===== src/rtl/rv_fetch_ctrl.sv =====
// rv_fetch_ctrl -- instruction fetch controller for a 5-stage RISC-V pipeline.
//
// Issues word-aligned fetch requests to instruction memory, parks a returned
// word in a one-entry skid buffer when the pipeline is stalled, drops data
// from requests that a branch has made stale, and drives the IF/ID register.
//
// Ports:
//   clk_i, rst_i          clock and synchronous active-high reset
//   pc_write_i            hazard-unit PC enable (0 = stall)
//   ifid_write_i          hazard-unit IF/ID enable (0 = stall)
//   branch_taken_i        one-cycle EX-stage redirect strobe
//   branch_target_i       redirect address (low two bits ignored)
//   imem_req_o            fetch request
//   imem_addr_o           fetch address, stable until acknowledged
//   imem_ack_i            fetch complete, imem_rdata_i valid this cycle
//   imem_rdata_i          fetched instruction word
//   ifid_pc_o             PC of the instruction in IF/ID
//   ifid_instr_o          instruction in IF/ID
//   ifid_valid_o          IF/ID holds a real instruction
module rv_fetch_ctrl #(
  parameter logic [31:0] RESET_PC  = 32'h0000_0000,
  parameter logic [31:0] NOP_INSTR = 32'h0000_0013
) (
  input  logic        clk_i,
  input  logic        rst_i,
  input  logic        pc_write_i,
  input  logic        ifid_write_i,
  input  logic        branch_taken_i,
  input  logic [31:0] branch_target_i,
  output logic        imem_req_o,
  output logic [31:0] imem_addr_o,
  input  logic        imem_ack_i,
  input  logic [31:0] imem_rdata_i,
  output logic [31:0] ifid_pc_o,
  output logic [31:0] ifid_instr_o,
  output logic        ifid_valid_o
);

  // FETCH: request outstanding; HOLD: word parked in skid buffer;
  // DISCARD: request outstanding whose data must be dropped.
  typedef enum logic [1:0] {
    FETCH,
    HOLD,
    DISCARD
  } state_t;

  state_t      state_q;
  logic [31:0] pc_q;
  logic [31:0] reqAddr_q;
  logic        skidValid_q;
  logic [31:0] skidAddr_q;
  logic [31:0] skidInstr_q;
  logic [31:0] ifidPc_q;
  logic [31:0] ifidInstr_q;
  logic        ifidValid_q;

  logic        advance;
  logic [31:0] branchPc;
  logic [1:0]  unusedTgtBits;

  // Both hazard enables must be high for the front end to move forward.
  assign advance       = pc_write_i & ifid_write_i;
  assign branchPc      = {branch_target_i[31:2], 2'b00};
  assign unusedTgtBits = branch_target_i[1:0];

  // Fetch FSM, skid buffer and IF/ID register. A branch overrides everything
  // else; with no ack yet the old request is still in flight on the bus, so
  // its address is kept stable and the FSM waits in DISCARD for the ack.
  always_ff @(posedge clk_i) begin
    if (rst_i) begin
      state_q     <= FETCH;
      pc_q        <= RESET_PC;
      reqAddr_q   <= RESET_PC;
      skidValid_q <= 1'b0;
      skidAddr_q  <= RESET_PC;
      skidInstr_q <= NOP_INSTR;
      ifidPc_q    <= 32'h0000_0000;
      ifidInstr_q <= NOP_INSTR;
      ifidValid_q <= 1'b0;
    end else if (branch_taken_i) begin
      ifidPc_q    <= pc_q;
      ifidInstr_q <= NOP_INSTR;
      ifidValid_q <= 1'b0;
      skidValid_q <= 1'b0;
      pc_q        <= branchPc;
      if ((state_q != HOLD) && !imem_ack_i) begin
        state_q <= DISCARD;
      end else begin
        state_q   <= FETCH;
        reqAddr_q <= branchPc;
      end
    end else begin
      case (state_q)
        FETCH: begin
          if (imem_ack_i) begin
            if (advance) begin
              ifidPc_q    <= reqAddr_q;
              ifidInstr_q <= imem_rdata_i;
              ifidValid_q <= 1'b1;
              pc_q        <= reqAddr_q + 32'd4;
              reqAddr_q   <= reqAddr_q + 32'd4;
            end else begin
              skidValid_q <= 1'b1;
              skidAddr_q  <= reqAddr_q;
              skidInstr_q <= imem_rdata_i;
              state_q     <= HOLD;
            end
          end else if (ifid_write_i) begin
            ifidPc_q    <= pc_q;
            ifidInstr_q <= NOP_INSTR;
            ifidValid_q <= 1'b0;
          end
        end
        HOLD: begin
          if (advance) begin
            ifidPc_q    <= skidAddr_q;
            ifidInstr_q <= skidInstr_q;
            ifidValid_q <= skidValid_q;
            skidValid_q <= 1'b0;
            pc_q        <= skidAddr_q + 32'd4;
            reqAddr_q   <= skidAddr_q + 32'd4;
            state_q     <= FETCH;
          end
        end
        DISCARD: begin
          if (imem_ack_i) begin
            reqAddr_q <= pc_q;
            state_q   <= FETCH;
          end
          if (ifid_write_i) begin
            ifidPc_q    <= pc_q;
            ifidInstr_q <= NOP_INSTR;
            ifidValid_q <= 1'b0;
          end
        end
        default: state_q <= FETCH;
      endcase
    end
  end

  // Request is dropped combinationally during reset so an in-flight fetch is
  // abandoned in the same cycle reset is seen.
  assign imem_req_o   = !rst_i && (state_q != HOLD);
  assign imem_addr_o  = reqAddr_q;
  assign ifid_pc_o    = ifidPc_q;
  assign ifid_instr_o = ifidInstr_q;
  assign ifid_valid_o = ifidValid_q;

endmodule


===== config.mk =====
export PLATFORM = sky130hd
export DESIGN_NAME = rv_fetch_ctrl
export DESIGN_NICKNAME = d
export VERILOG_FILES = /design/src/rtl/rv_fetch_ctrl.sv
export SDC_FILE = /design/constraint.sdc
export NUM_CORES = 1
export LEC_CHECK = 0
export BUFFER_PORTS_ARGS = -buffer_cell sky130_fd_sc_hd__buf_2
export CAP_MARGIN = 40
export CORE_AREA = 2 2 149 151
export CTS_BUF_LIST = sky130_fd_sc_hd__clkbuf_4 sky130_fd_sc_hd__clkbuf_8 sky130_fd_sc_hd__clkbuf_16
export CTS_CLUSTER_DIAMETER = 50
export DETAILED_ROUTE_END_ITERATION = 10
export DIE_AREA = 0 0 151 153
export MAX_ROUTING_LAYER = met4
export PLACE_DENSITY = 0.76
export SLEW_MARGIN = 20
export SYNTH_ARGS = -nofsm -noshare
export SYNTH_HDL_FRONTEND = slang
export SYNTH_SLANG_ARGS = --single-unit

===== constraint.sdc =====
create_clock -name clk_i -period 2.4 [get_ports clk_i]
set_input_delay 0.48 -clock clk_i [delete_from_list [all_inputs] [get_ports clk_i]]
set_output_delay 0.48 -clock clk_i [all_outputs]
set_load 0.01 [all_outputs]

== Word-level counts from Yosys, hierarchy flattened ==
Index checks and enable logic that the tools add are counted.

* Bits of input ports: 70
* Flip-flop bits (word level): 196
* Word-level logic and storage cells: 84
* Output and inout port bits: 98

* $add $sub $neg: 2
* Bitwise logic cells: 3
* Muxes and demuxes: 36
* Reduce and logical (&&, ||, !) cells: 18
* Eq/ne operators: 15

{| class="wikitable"
|+ Operators with widths
! cell !! number
|-
| 32-bit 2-to-1 mux || 16
|-
| 32-bit case mux with 3 select lines || 3
|-
| 32-bit by 3-bit adder with 32-bit output, second input constant || 2
|-
| 32-bit case mux with 2 select lines || 1
|-
| 4-bit AND reduction || 5
|-
| 3-bit != test, second input constant || 6
|-
| 2-bit 2-to-1 mux || 6
|-
| 2-bit != test, second input constant || 5
|-
| 1-bit 2-to-1 mux || 7
|-
| 2-bit case mux with 3 select lines || 1
|-
| 3-bit AND reduction || 2
|-
| 6-bit AND reduction || 1
|-
| 3-bit nonzero test || 2
|-
| 4-bit != test, second input constant || 1
|-
| 4-bit nonzero test || 1
|-
| 1-bit case mux with 3 select lines || 1
|-
| 2-bit by 1-bit == test with 1-bit output, second input constant || 1
|-
| 2-bit == test, second input constant || 1
|-
| 1-bit logical AND || 2
|-
| 1-bit zero test || 2
|-
| 2-bit zero test || 1
|-
| 2-bit by 1-bit != test with 1-bit output, second input constant || 1
|-
| 1-bit NOT || 2
|-
| 1-bit case mux with 2 select lines || 1
|-
| other kinds (3) || 3
|}

== Logic depth before layout (Yosys ltp) ==
Gate-level depths: netlist (run 1).

* Depth after elaboration: 5
* Mapped depth: 11
* Depth with buffers taken out: 8

== Least setup slack after synthesis (run 1) ==
No wires, ideal clock.

* Kind: register to register
* From: reg reqAddr_q[2], in the netlist imem_addr_o[2]
* To: reg reqAddr_q[22], in the netlist imem_addr_o[22]
* Buffers on the path: 0
* Stages on the path, launching flop included: 8
* Data required time: 2307 ps
* Setup slack: 256 ps
* Period minus slack after synthesis: 2144 ps
* Data arrival time: 2051 ps
* Library setup time: 93 ps
* Path through: dfxtp_1 > ha_1 > nand3_2 > or4_1 > nor2_1 > xnor2_1 > nor2_1 > o32ai_1

* Cells in the longest elaborated chain, start to end: 5

{| class="wikitable"
|+ RTL lines
! what !! RTL line !! source
|-
| start, declared || 49 || <nowiki>logic [31:0] reqAddr_q;</nowiki>
|-
| start signal, assigned || 90 || <nowiki>reqAddr_q <= branchPc;</nowiki>
|-
| start signal, assigned || 101 || <nowiki>reqAddr_q <= reqAddr_q + 32'd4;</nowiki>
|-
| start signal, assigned || 121 || <nowiki>reqAddr_q <= skidAddr_q + 32'd4;</nowiki>
|-
| 32-bit by 3-bit adder with 32-bit output || 101 ||
|-
| 32-bit 2-to-1 mux || 96 || <nowiki>if (advance) begin</nowiki>
|-
| 32-bit 2-to-1 mux || 95 || <nowiki>if (imem_ack_i) begin</nowiki>
|-
| 32-bit case mux with 3 select lines || 93 || <nowiki>case (state_q)</nowiki>
|-
| 32-bit 2-to-1 mux || 80 || <nowiki>end else if (branch_taken_i) begin</nowiki>
|}

No other way between the ends. The select of a mux whose other input is x is not followed.
A chain may end at the register's enable or synchronous reset.

== Worst setup path after layout (run 1) ==
* From: reg reqAddr_q[6], in the netlist imem_addr_o[6]
* To: reg reqAddr_q[22], in the netlist imem_addr_o[22]

The elaborated chain is that of the path after synthesis.

==> qor.yml, run 1 <==
placed_design:
  post-dp-hpwl_um: 25500
  gp_congestion: 0.964
  io_buffer_count: 165
worst_setup_path:
  cpMostUsedCell: "nor2_1"
  crit_path_start_kind: "register"
  cp_slowest_cell: "or4_1"
  crit_fanout: 6
  critPathArrivalTime_ps: 2630
  required_ps: 2750
  endpoint_kind: "register"
  crit_path_cell_trace: "nand4_1, or4_1, nor2_1, xnor2_1, nor2_1, o32ai_1"
  crit_type: "reg -> reg"
  cp_top_family: "simple AND/OR/NAND/NOR gates"
  worst-path-buf-inv: 0
  crit_path_max_incr_delay_ps: 770
synthesis:
  syn_nets: 1591
  synth-edff-count: 0
  ys_types: 74
  synthArstFlopShare_pct: 0
  synth_cells: 1516
  syn_area_per_cell_um2: 7.69
  yosys_warnings: 0
  ys_seq_elements: 196
  synth_area_mm2: 0.0117
  synth-seq-area-share_pct: 33.6
  ys.flop_type: "dfxtp_1"
routing:
  drt_iter0_drc: 1276
  wl_per_cell_um: 19.8
  route.vias.total: 12425
  firstDrtPassIters: 6
  viasPerCell: 6.36
  drt-total-wl_um: 38600
  drtAntennaViolNets: 0
  drc: 0
die:
  ios: 168
  rows: 54
  core_area_mm2: 0.0215
  die_h_um: 153
  initial_core_util_pct: 54.3
  die_area_mm2: 0.0231
  die_x_um: 151
timing:
  whs_ps: 258
  period_share_pct: 94.8
  worst_slew_pin_slew_ps: 587
  slew_viol_final: 0
  hold_viol_final: 0
  setup_tns_ps: 0
  min_period_ps: 2270
  clock_skew_ps: 10.5
  timing.fmax_mhz: 440
  rsz0062_at_grt: "false"
  finalSetupViolCount: 0
  maxSlewHeadroom_pct: 60.9
cells_and_area:
  layout_common_cells: "nand2_1 (223), dfxtp_1 (196), a21oi_1 (162), buf_2 (162), nor2_1 (107)"
  final_common_cell: "nand2_1"
  multi_input_area_mm2: 0.00710
  final_core_util_pct: 63.9
  n_fill_cell: 1878
  ff_latch_area_mm2: 0.00392
  layout-drive-gt1-share_pct: 22.2
  syn_to_final_growth_pct: 17.7
  final_net_count: 1734
cts:
  cts.path.max_buffers: 2
  cts.clk_slew.worst_paths_ps: 80
  clkLatencyLatePin_ps: 450
  ctsHtreeMaxLevel: 4
  clock_sinks: 196
  hold_buffers: 0
  cts_root_buf: "clkbuf_16"
  cts_made_buffers: 17
  cts_tree: "done"
global_route:
  grt_first_pass_wirelength_um: 60900
  grt_overflow: 0
  antenna_found_initial: 1
  grt_usage_pct: 33.7
  grt_pass1_vias: 11747
  grt_max_degree: 77
outcome:
  status: "completed"
pwr:
  p_per_area_mw_per_mm2: 595
  p_clk_share_pct: 34.1
  irDropWorstVdd_v: 0.000553
  p_int_mw: 5.49
  p_switching_mw: 2.68
  seqPwrFrac_pct: 44.0
  p_comb_share_pct: 21.9
  p_sw_share_pct: 32.8
  p_leak_nw: 5.29
min_path:
  min_path_type: "in -> reg"
job:
  cap_viol_max_count: 0
[flip-flops by register name, indices dropped and copies added (netlist names)]
signal and cells:
imem_addr_o 32, skidValid_q 1, skidInstr_q 32, pc_q 32
state_q 2, skidAddr_q 32, ifid_valid_o 1, ifid_instr_o 32
ifid_pc_o 32
[per-stage QoR]
stage	instances	total power [mW]	instance area [um^2]	worst slack, ps
finish	1953	8.17	13700	125
detailed placement	1919	5.41	13100	147
global placement	1919	5.36	13100	153
CTS	1951	8.13	13700	119
global route	1953	8.47	13700	14.5
floorplan	1516	4.76	11700	256
[metal layers]
metal | part of all wire (%) | up-vias | track usage (%)
li1 | - | 5783 | -
met1 | 42 | 5880 | 43.9
met2 | 46 | 661 | 51.0
met3 | 9.7 | 101 | 6.93
met4 | 2.8 | 0 | 13.9
met5 | 0 | - | -
[area by class of cell]
type                       instances  share of cell area (%)
clock buffer                      17                    3.10
inverter                          22                   0.602
tap                              280                    2.55
multi-input combinational       1149                    51.8
antenna                            1                  0.0182
clock inverter                    15                   0.903
timing repair buffer             273                    12.5
sequential                       196                    28.6
[worst register-to-register path, cell delays in order (launching register included)]
cell and delay (ps):
dfxtp_1 420, nand4_1 360, or4_1 770, nor2_1 190
xnor2_1 160, nor2_1 70, o32ai_1 220
[power groups by stage]
| stage | clock (mW) | combinational [mW] | sequential [mW] |
|---|---|---|---|
| 3_3_place_gp | 0 | 1.72 | 3.65 |
| 6_report | 2.79 | 1.79 | 3.59 |
| 3_5_place_dp | 0 | 1.75 | 3.66 |
| 5_1_grt | 2.92 | 1.94 | 3.61 |
| 4_1_cts | 2.79 | 1.76 | 3.58 |
| 2_1_floorplan | 0 | 1.07 | 3.68 |
[cell usage after synthesis (5+ instances only)]
cell type / number / area share [%]
o31ai_1: 9 / 0.58
o21ai_0: 52 / 2.2
a21oi_1: 163 / 7.0
ha_1: 5 / 0.54
buf_2: 25 / 1.1
buf_1: 22 / 0.71
a222oi_1: 9 / 0.77
o211ai_1: 8 / 0.52
nor3b_1: 14 / 0.90
a211o_1: 5 / 0.38
o22ai_1: 36 / 1.9
a211oi_1: 46 / 3.0
xor2_1: 16 / 1.2
clkbuf_1: 101 / 3.3
nand3_1: 59 / 2.5
mux2_2: 35 / 3.4
nor4_1: 6 / 0.32
nand2b_1: 36 / 1.9
dfxtp_1: 196 / 34
and3_1: 10 / 0.54
xnor2_1: 34 / 2.6
nor2_1: 109 / 3.5
o21bai_1: 6 / 0.39
a221oi_1: 42 / 3.2
mux2i_1: 43 / 3.7
inv_1: 20 / 0.64
and2_1: 7 / 0.38
o221ai_1: 7 / 0.53
nand4_1: 18 / 0.97
nand2_1: 224 / 7.2
a21o_1: 6 / 0.39
a22oi_1: 34 / 2.2
o21ai_1: 8 / 0.34
o21a_1: 10 / 0.64
nor3_1: 23 / 0.99
[cell families after synthesis]
kind of cell	share of synthesized area, %
XOR/XNOR	3.76
buffers and inverters	5.84
flip-flops	33.6
AND/OR/NAND/NOR	22.5
multiplexers	7.07
adder cells (fa/ha/maj)	0.536
AO/OA/AOI/OAI	26.7
[worst paths after layout]
path              startpoint               to  slack, ps  depth (start not counted)
min          imem_rdata_i[0]   skidInstr_q[0]        260                          3
max reg2reg   imem_addr_o[6]  imem_addr_o[22]        130                          6
min reg2reg  skidInstr_q[19]  skidInstr_q[19]        460                          2
max           imem_addr_o[6]  imem_addr_o[22]        130                          6
[repair_timing]
item | CTS | global route
setup endpoints to repair | 0 | 17
hold endpoints to repair | 0 | 0
buffers inserted | 0 | 1
resized for setup | 0 | 5
Power figures use the tool's default switching activity.
==> run 2, diff against run 1 <==
ABC_AREA = 1   (was default)
CORE_AREA = 2 2 150 152   (was 2 2 149 151)
DIE_AREA = 0 0 152 154   (was 0 0 151 153)
PLACE_DENSITY = 0.79   (was 0.76)
==> qor.yml, run 2 <==
synthesis:
  synth-edff-count: 0
  synth_most_common_cell: "nand2_1"
  yosysTopAreaCell: "dfxtp_1"
  ys_types: 34
  yosys_warnings: 0
  syn_nets: 2011
  synth-seq-area-share_pct: 33.1
  synthTopCellsByCount: "nand2_1 (556), o21ai_0 (276), dfxtp_1 (196)"
  syn_area_per_cell_um2: 6.13
  ys.flop_type: "dfxtp_1"
  synth_area_leaders: "dfxtp_1 (33%), nand2_1 (18%), o21ai_0 (12%), a21oi_1 (7.5%), nor2_1 (5.5%)"
  synth_top_area_share_pct: 33.1
  synth_cells: 1936
  ys_seq_elements: 196
  synthArstFlopShare_pct: 0
  synth_area_mm2: 0.0119
global_route:
  grt_pass1_vias: 13250
  grt_usage_pct: 39.4
  antenna_found_initial: 1
  grt_max_degree: 84
  grt_first_pass_wirelength_um: 71800
  grt_overflow: 0
timing:
  timing.fmax_mhz: 447
  whs_ps: 241
  clock_skew_ps: 14.7
  min_period_ps: 2240
  period_share_pct: 93.3
  rsz0062_at_grt: "false"
  setup_tns_ps: 0
  hold_viol_final: 0
  finalSetupViolCount: 0
  slew_viol_final: 0
  maxSlewHeadroom_pct: 47.4
  worst_slew_pin_slew_ps: 788
die:
  die_h_um: 154
  core_area_mm2: 0.0217
  rows: 54
  die_area_mm2: 0.0234
  initial_core_util_pct: 54.7
  ios: 168
  die_x_um: 152
placed_design:
  dp.cells: 2313
  gp_congestion: 1.03
  io_buffer_count: 165
  post-dp-hpwl_um: 31700
cells_and_area:
  syn_to_final_growth_pct: 15.4
  n_fill_cell: 2074
  finalNonFillerCells: 2347
  final_net_count: 2127
  layout_common_cells: "nand2_1 (556), o21ai_0 (276), dfxtp_1 (196), a21oi_1 (177), nor2_1 (173)"
  final_common_cell: "nand2_1"
  layout-drive-gt1-share_pct: 13.7
  final_core_util_pct: 63.1
pwr:
  p_per_area_mw_per_mm2: 678
  p_sw_share_pct: 37.7
  seqPwrFrac_pct: 42.1
  p_clk_share_pct: 33.4
  p_switching_mw: 3.50
  p_leak_nw: 5.68
  irDropWorstVdd_v: 0.000487
  p_int_mw: 5.78
  p_comb_share_pct: 24.5
cts:
  post_cts_buffers: 0
  cts.path.max_buffers: 2
  cts_root_buf: "clkbuf_16"
  ctsHtreeMaxLevel: 4
  clkLatencyLatePin_ps: 460
  hold_buffers: 0
  cts.clk_slew.worst_paths_ps: 90
  cts_made_buffers: 17
  cts_resized: 0
  clock_sinks: 196
  cts_tree: "done"
routing:
  drt_iter0_drc: 1623
  route.vias.total: 14258
  routed.top_layer: "met4"
  firstDrtPassIters: 6
  wl_met1_um: 17100
  viasPerCell: 6.07
  wl_met3_um: 4770
  drt-total-wl_um: 45700
  drc: 0
  wl_per_cell_um: 19.5
  wl_met2_um: 20900
  drtAntennaViolNets: 0
worst_setup_path:
  endpoint_kind: "register"
  crit_path_start_kind: "register"
  r2r_setup_slack_ps: 160
  critPathArrivalTime_ps: 2590
  cp_slowest_cell: "nor2_1"
  crit_path_max_incr_delay_ps: 450
  crit_fanout: 9
  crit_path_cell_trace: "buf_4, nand3_1, inv_1, nand2_1, nor2_1, nand2_1, nand2_1, nand2_1, a21oi_1, a21oi_1"
  crit_type: "reg -> reg"
  required_ps: 2760
  cpMostUsedCell: "nand2_1"
outcome:
  status: "completed"
job:
  cap_viol_max_count: 0
min_path:
  min_path_type: "in -> reg"
run 2: cell types whose count changed after synthesis, sizes merged, moves of 35 or more:
cell and delta:
a221oi -39, inv +119, mux2 -35, mux2i -43, nand2 +335, nand2b -36
nand3 +47, nor2 +74, o21ai +229
run 2: logic make-up after synthesis:
kind of cell               Yosys count  synth area share, %
AOI/OAI and AO/OA                  590                 27.3
xor gates and xnor gates             7                0.517
adders and majority gates            5                0.527
buffers and inverters              269                 9.06
DFF                                196                 33.1
and+or+nand+nor                    869                 29.5
run 2: metal layers:
layer / GRT usage (%) / vias to the layer above
li1: - / 6729
met4: 22.1 / 0
met1: 46.8 / 6401
met2: 63.8 / 936
met5: - / -
met3: 6.76 / 192
run 2: stage by stage:
stage / cell area (um^2) / power, mW / setup slack, ps
2_1_floorplan: 11900 / 5.28 / 551
3_3_place_gp: 13100 / 6.13 / 286
3_5_place_dp: 13100 / 6.19 / 222
4_1_cts: 13700 / 9.22 / 234
5_1_grt: 13700 / 9.67 / 2.93
6_report: 13700 / 9.29 / 162
run 2: cell type report:
cell class / instances / area (um^2) / area share, %
multi-input combinational: 1471 / 6870 / 50.2
tap: 280 / 350 / 2.56
antenna: 2 / 5.00 / 0.0366
timing repair buffer: 221 / 1370 / 10.0
clock buffer: 17 / 425 / 3.11
clock inverter: 15 / 204 / 1.49
inverter: 145 / 544 / 3.98
sequential: 196 / 3920 / 28.7
run 2: path summary, 6_finish.rpt:
kind                                 startpoint              end  cells after the start
worst max-delay path             imem_addr_o[2]  imem_addr_o[27]                     10
worst min-delay path            imem_rdata_i[4]   skidInstr_q[4]                      3
worst max register to register   imem_addr_o[2]  imem_addr_o[27]                     10
worst min register to register   skidInstr_q[3]   skidInstr_q[3]                      2
run 2: worst max-delay path: cells and delay by family, from the launching register on:
family / cells / cell delay (ps)
flip-flops: 1 / 350
buffers and inverters: 2 / 490
AND/OR/NAND/NOR: 6 / 1040
AO/OA/AOI/OAI: 2 / 250
run 2: power groups by stage:
stage	clock, mW	sequential [mW]	combinational [mW]
floorplan	0	3.93	1.35
global placement	0	3.95	2.17
detailed placement	0	3.96	2.22
CTS	3.09	3.89	2.23
global route	3.22	3.94	2.51
finish	3.10	3.91	2.28
